## config.mk

```make
export PLATFORM = sky130hd
export DESIGN_NAME = freq_divider
export DESIGN_NICKNAME = d
export VERILOG_FILES = /design/src/rtl/freq_divider.sv
export SDC_FILE = /design/constraint.sdc
export NUM_CORES = 1
export LEC_CHECK = 0
export CAP_MARGIN = 0
export CORE_MARGIN = 3
export CORE_UTILIZATION = 24
export DETAILED_ROUTE_END_ITERATION = 6
export PLACE_DENSITY_LB_ADDON = 0.3
export SLEW_MARGIN = 10
export SYNTH_ARGS = -nofsm -noshare
export SYNTH_HDL_FRONTEND = slang
export SYNTH_SLANG_ARGS = --single-unit
```

## constraint.sdc

```tcl
create_clock -name clk -period 4.35 [get_ports clk]
set_clock_uncertainty 0.1 [all_clocks]
set_input_delay 0.435 -clock clk [delete_from_list [all_inputs] [get_ports clk]]
set_output_delay 0.435 -clock clk [all_outputs]
set_load 0.02 [all_outputs]
```

## src/rtl/freq_divider.sv

```systemverilog
// -----------------------------------------------------------------------------
// freq_divider
//
// Programmable integer clock divider. It produces new_clk, a divided version of
// clk, straight from a flop, so there is no combinational path from clk to the
// output. The ratio requested on div is sampled only at a period boundary
// (wrap). A period in progress therefore always finishes at its old ratio, and
// the output can never produce a runt pulse.
//
// For a steady ratio N the output is low for floor(N/2) cycles and then high
// for ceil(N/2) cycles, giving a period of exactly N clk cycles.
//
// Parameters
//   DIV_W        width of div and of the internal cycle counter
//   DEFAULT_DIV  ratio in force from reset until the first wrap (>= 2)
//
// Ports
//   clk      in   system clock, rising-edge active
//   reset    in   asynchronous active-low reset
//   div      in   requested ratio N (0 and 1 are treated as 2)
//   new_clk  out  divided clock, registered
// -----------------------------------------------------------------------------
module freq_divider #(
   parameter int DIV_W       = 8,
   parameter int DEFAULT_DIV = 2
) (
   input  logic             clk,
   input  logic             reset,
   input  logic [DIV_W-1:0] div,
   output logic             new_clk
);

   // Constants in counter width. An out-of-range DEFAULT_DIV is lifted to 2,
   // so the reset ratio can never produce a degenerate period.
   localparam logic [DIV_W-1:0] ZERO    = {DIV_W{1'b0}};
   localparam logic [DIV_W-1:0] ONE     = DIV_W'(1);
   localparam logic [DIV_W-1:0] TWO     = DIV_W'(2);
   localparam logic [DIV_W-1:0] RST_DIV = (DEFAULT_DIV < 2) ? TWO : DIV_W'(DEFAULT_DIV);

   // State
   logic [DIV_W-1:0] cnt_r;      // position within the current period
   logic [DIV_W-1:0] act_div_r;  // ratio currently in force
   logic             new_clk_r;  // output flop

   // Next-state terms
   logic [DIV_W-1:0] eff_div_s;
   logic             wrap_s;
   logic [DIV_W-1:0] cnt_nxt_s;
   logic [DIV_W-1:0] act_div_nxt_s;
   logic [DIV_W-1:0] half_nxt_s;
   logic             new_clk_nxt_s;

   // Clamp the requested ratio so that 0 and 1 behave like 2.
   always_comb begin
      eff_div_s = div;
      if (div < TWO) begin
         eff_div_s = TWO;
      end else begin
         eff_div_s = div;
      end
   end

   // Period bookkeeping. The counter wraps and the ratio is reloaded only at
   // the last position of a period. The output level is then computed from the
   // *next* counter and ratio, so the flop presents the level that belongs to
   // the position the counter is moving into.
   always_comb begin
      wrap_s        = 1'b0;
      cnt_nxt_s     = cnt_r;
      act_div_nxt_s = act_div_r;
      half_nxt_s    = ZERO;
      new_clk_nxt_s = 1'b0;

      // act_div_r is always >= 2, so subtracting one cannot underflow.
      if (cnt_r == (act_div_r - ONE)) begin
         wrap_s        = 1'b1;
         cnt_nxt_s     = ZERO;
         act_div_nxt_s = eff_div_s;
      end else begin
         wrap_s        = 1'b0;
         cnt_nxt_s     = cnt_r + ONE;
         act_div_nxt_s = act_div_r;
      end

      // The low phase covers positions [0, floor(N/2)); the high phase covers
      // the rest, so an odd N gets the extra cycle in the high phase.
      half_nxt_s = act_div_nxt_s >> 1;
      if (cnt_nxt_s >= half_nxt_s) begin
         new_clk_nxt_s = 1'b1;
      end else begin
         new_clk_nxt_s = 1'b0;
      end
   end

   // State registers. Reset clears the output at once, independent of clk.
   always_ff @(posedge clk or negedge reset) begin
      if (!reset) begin
         cnt_r     <= ZERO;
         act_div_r <= RST_DIV;
         new_clk_r <= 1'b0;
      end else begin
         cnt_r     <= cnt_nxt_s;
         act_div_r <= act_div_nxt_s;
         new_clk_r <= new_clk_nxt_s;
      end
   end

   assign new_clk = new_clk_r;

endmodule

```

==> impl_metrics.yaml <==
run_status:
  outcome: "completed"
die:
  coreArea_um2: 4790
  start_util_pct: 25.2
  rows: 25
  die_y_um: 76.9
  pin_count: 11
  die_w_um: 76.9
  die_area_um2: 5910
clock_tree:
  clk_pin_slew_ns: 0.07
  cts_sinks: 17
  root_buffer: "clkbuf_8"
  htreeDepth: 1
  cts_resized: 0
  cts_hold_buf: 0
  cts_tree: "done"
  cts_setup_buffers: 0
  cts-buffers-inserted: 3
  clock_path_buffers: 2
  clkLatencyLatePin_ns: 0.25
route:
  post-route-drc-count: 0
  vias: 849
  ant_nets: 0
  via_per_inst: 4.42
  routed_wl_mm: 2.42
  wire_per_inst_um: 12.6
  drtIter0Drc: 35
  first_pass_iters: 4
setup_path:
  cp_common_cell: "ha_1"
  crit_chain: "inv_1 > ha_1 > xor2_1 > nand2_1 > nor4_4 > nand4_4 > mux2i_1 > ha_1 > nand2b_1 > a21o_1 > a21oi_1 > o21ai_0 > a221o_1"
  cpMaxStageDelayCell: "dfstp_2"
  r2r_slack_ns: 0.72
  reg2reg_to: "new_clk"
  start_kind: "flip-flop"
  endpoint_kind: "flip-flop"
  critPathArrivalTime_ns: 3.67
  criticalPathCategory: "reg -> reg"
  critPathBufInv: 1
  r2r-start: "act_div_r[1]"
  critical_path.max_stage_delay_ns: 0.58
  r2r_cells: 13
  required_ns: 4.39
  crit_path_max_fanout: 23
  cp_top_family: "simple AND/OR/NAND/NOR gates"
grt:
  grt-ovfl-total: 0
  grt_pass1_vias: 900
  grt_max_degree: 24
  gr-usage-all-layers_pct: 8.87
  grt_first_pass_wirelength_mm: 4.30
  antenna_found_initial: 0
finish:
  finalNonFillerCells: 192
  antennaDiodeCount: 0
  area_growth_pct: 17.8
  post-route-util_pct: 29.6
  final_common_cell: "dfrtp_1"
  mostFrequentLayoutCells: "dfrtp_1 (16), xnor2_1 (12), clkdlybuf4s50_1 (10)"
  nets: 145
  layout-drive-gt1-share_pct: 12.8
timing:
  fmax_mhz: 275
  finalHoldViolCount: 0
  maxSlewHeadroom_pct: 47.2
  worst_pin_slew_ns: 0.789
  final.min_clock_period_ns: 3.63
  setup_viol: 0
  drv_slew: 0
  rsz0062_at_grt: "false"
  finalCritPeriodShare_pct: 83.5
  whs_ns: 0.445
  setup_tns_ns: 0
job:
  maxCapViolations: 0
pwr:
  totalPowerFinal_mw: 1.11
  p_comb_share_pct: 56.9
  ir_drop_uv: 326
  power_density_nw_per_um2: 780
  netSwitchingPower_uw: 478
  power_frac_seq_pct: 32.2
  intPower_uw: 629
  p_sw_share_pct: 43.1
  pwr-share-clk_pct: 10.8
  p_leak_nw: 0.624
synthesis:
  synthSimpleGateAreaFrac_pct: 21.2
  synthMuxAreaShare_pct: 13.2
  synth_cell_type_count: 33
  postSynthCellCount: 113
  synthXorXnorAreaFrac_pct: 10.9
  ys.flop_type: "dfrtp_1"
  yosys_warnings: 0
  yosys_register_bits: 17
  syn_avg_cell_area_um2: 10.7
  synthAdderAreaFrac_pct: 9.35
  synth_edf_count: 0
  synth_top_family_by_area: "simple AND/OR/NAND/NOR gates"
  ys_async_sr_fraction_pct: 100
  ys_seq_area_share_pct: 35.4
  synth_nets: 132
  synth_compound_area_share_pct: 7.68
  synth_area_um2: 1200
placement:
  portBuffers: 10
  place_congestion: 0.817
  post-dp-hpwl_mm: 1.90
  place_inst: 188
min_path:
  hp-class: "reg -> reg"
  min_path_cells: 1
  min_to: "cnt_r[0]"
  min_from: "cnt_r[0]"
==> flip-flops by register name, summed over array words and instances, names as in the netlist <==
register   count
act_div_r      8
cnt_r          8
new_clk        1
==> logic make-up (layout without fill, tap and decap cells) <==
| kind of cell | Yosys count | in the layout |
|---|---|---|
| XOR/XNOR | 15 | 15 |
| flip-flops | 17 | 17 |
| buffers and inverters | 5 | 17 |
| AO/OA/AOI/OAI | 15 | 15 |
| multiplexers | 14 | 14 |
| AND/OR/NAND/NOR | 38 | 38 |
| adder cells (fa/ha/maj) | 9 | 9 |
==> through the flow <==
stage / area, um2 / setup WS [ns]
floorplan: 1200 / 1.18
global placement: 1370 / 0.755
detailed placement: 1370 / 0.697
CTS: 1420 / 0.692
global route: 1420 / 0.493
finish: 1420 / 0.717
==> final cells by class <==
class                           count  area (um2)
Sequential cell                    17         427
Clock buffer                        3        41.3
Timing Repair Buffer               10         100
Fill cell                         497        3370
Tap cell                           67        83.8
Multi-Input combinational cell     91         751
Inverter                            3        11.3
Clock inverter                      1        5.00
==> cell usage after synthesis, types with 3 or more instances <==
master | n | area [um2]
nor2_1 | 3 | 11.3
mux2i_1 | 8 | 80.1
ha_1 | 9 | 113
mux2_4 | 3 | 45.0
mux2_2 | 3 | 33.8
nand2b_1 | 6 | 37.5
nand3_1 | 4 | 20.0
xor2_1 | 3 | 26.3
inv_1 | 3 | 11.3
a21oi_1 | 6 | 30.0
o21ai_0 | 4 | 20.0
and2_1 | 6 | 37.5
nand2_1 | 3 | 11.3
dfrtp_1 | 16 | 400
xnor2_1 | 12 | 105
==> power by group through the flow <==
stage	sequential, mW	combinational, mW	clock, mW
finish	0.357	0.630	0.120
CTS	0.357	0.637	0.127
global route	0.375	0.712	0.136
global placement	0.356	0.620	0
floorplan	0.330	0.520	0
detailed placement	0.361	0.630	0
==> metal layers <==
| layer | wire length [um] | vias up | GRT usage (%) | part of all wire, % |
|---|---|---|---|---|
| li1 | - | 428 | - | - |
| met1 | 1160 | 409 | 11.5 | 48 |
| met2 | 1200 | 10 | 15.2 | 49 |
| met3 | 56 | 2 | 1.53 | 2.3 |
| met4 | 12 | 0 | 1.99 | 0.50 |
| met5 | 0 | - | 0 | 0 |
==> worst max path at each step <==
stage,startpoint,end,slack (ns),cells past startpoint
4_1_cts,act_div_r[1],new_clk,0.69,13
3_3_place_gp,act_div_r[1],new_clk,0.76,13
2_1_floorplan,act_div_r[1],new_clk,1.18,15
5_1_grt,act_div_r[1],new_clk,0.49,13
3_5_place_dp,act_div_r[1],new_clk,0.70,13
6_report,act_div_r[1],new_clk,0.72,13
==> worst register-to-register path, stage by stage (launching register included) <==
cell,delay [ns]
dfstp_2,0.58
inv_1,0.07
ha_1,0.28
xor2_1,0.15
nand2_1,0.09
nor4_4,0.30
nand4_4,0.43
mux2i_1,0.36
ha_1,0.27
nand2b_1,0.14
a21o_1,0.18
a21oi_1,0.17
o21ai_0,0.12
a221o_1,0.29
Note: power is estimated with default switching activity, not from simulation.
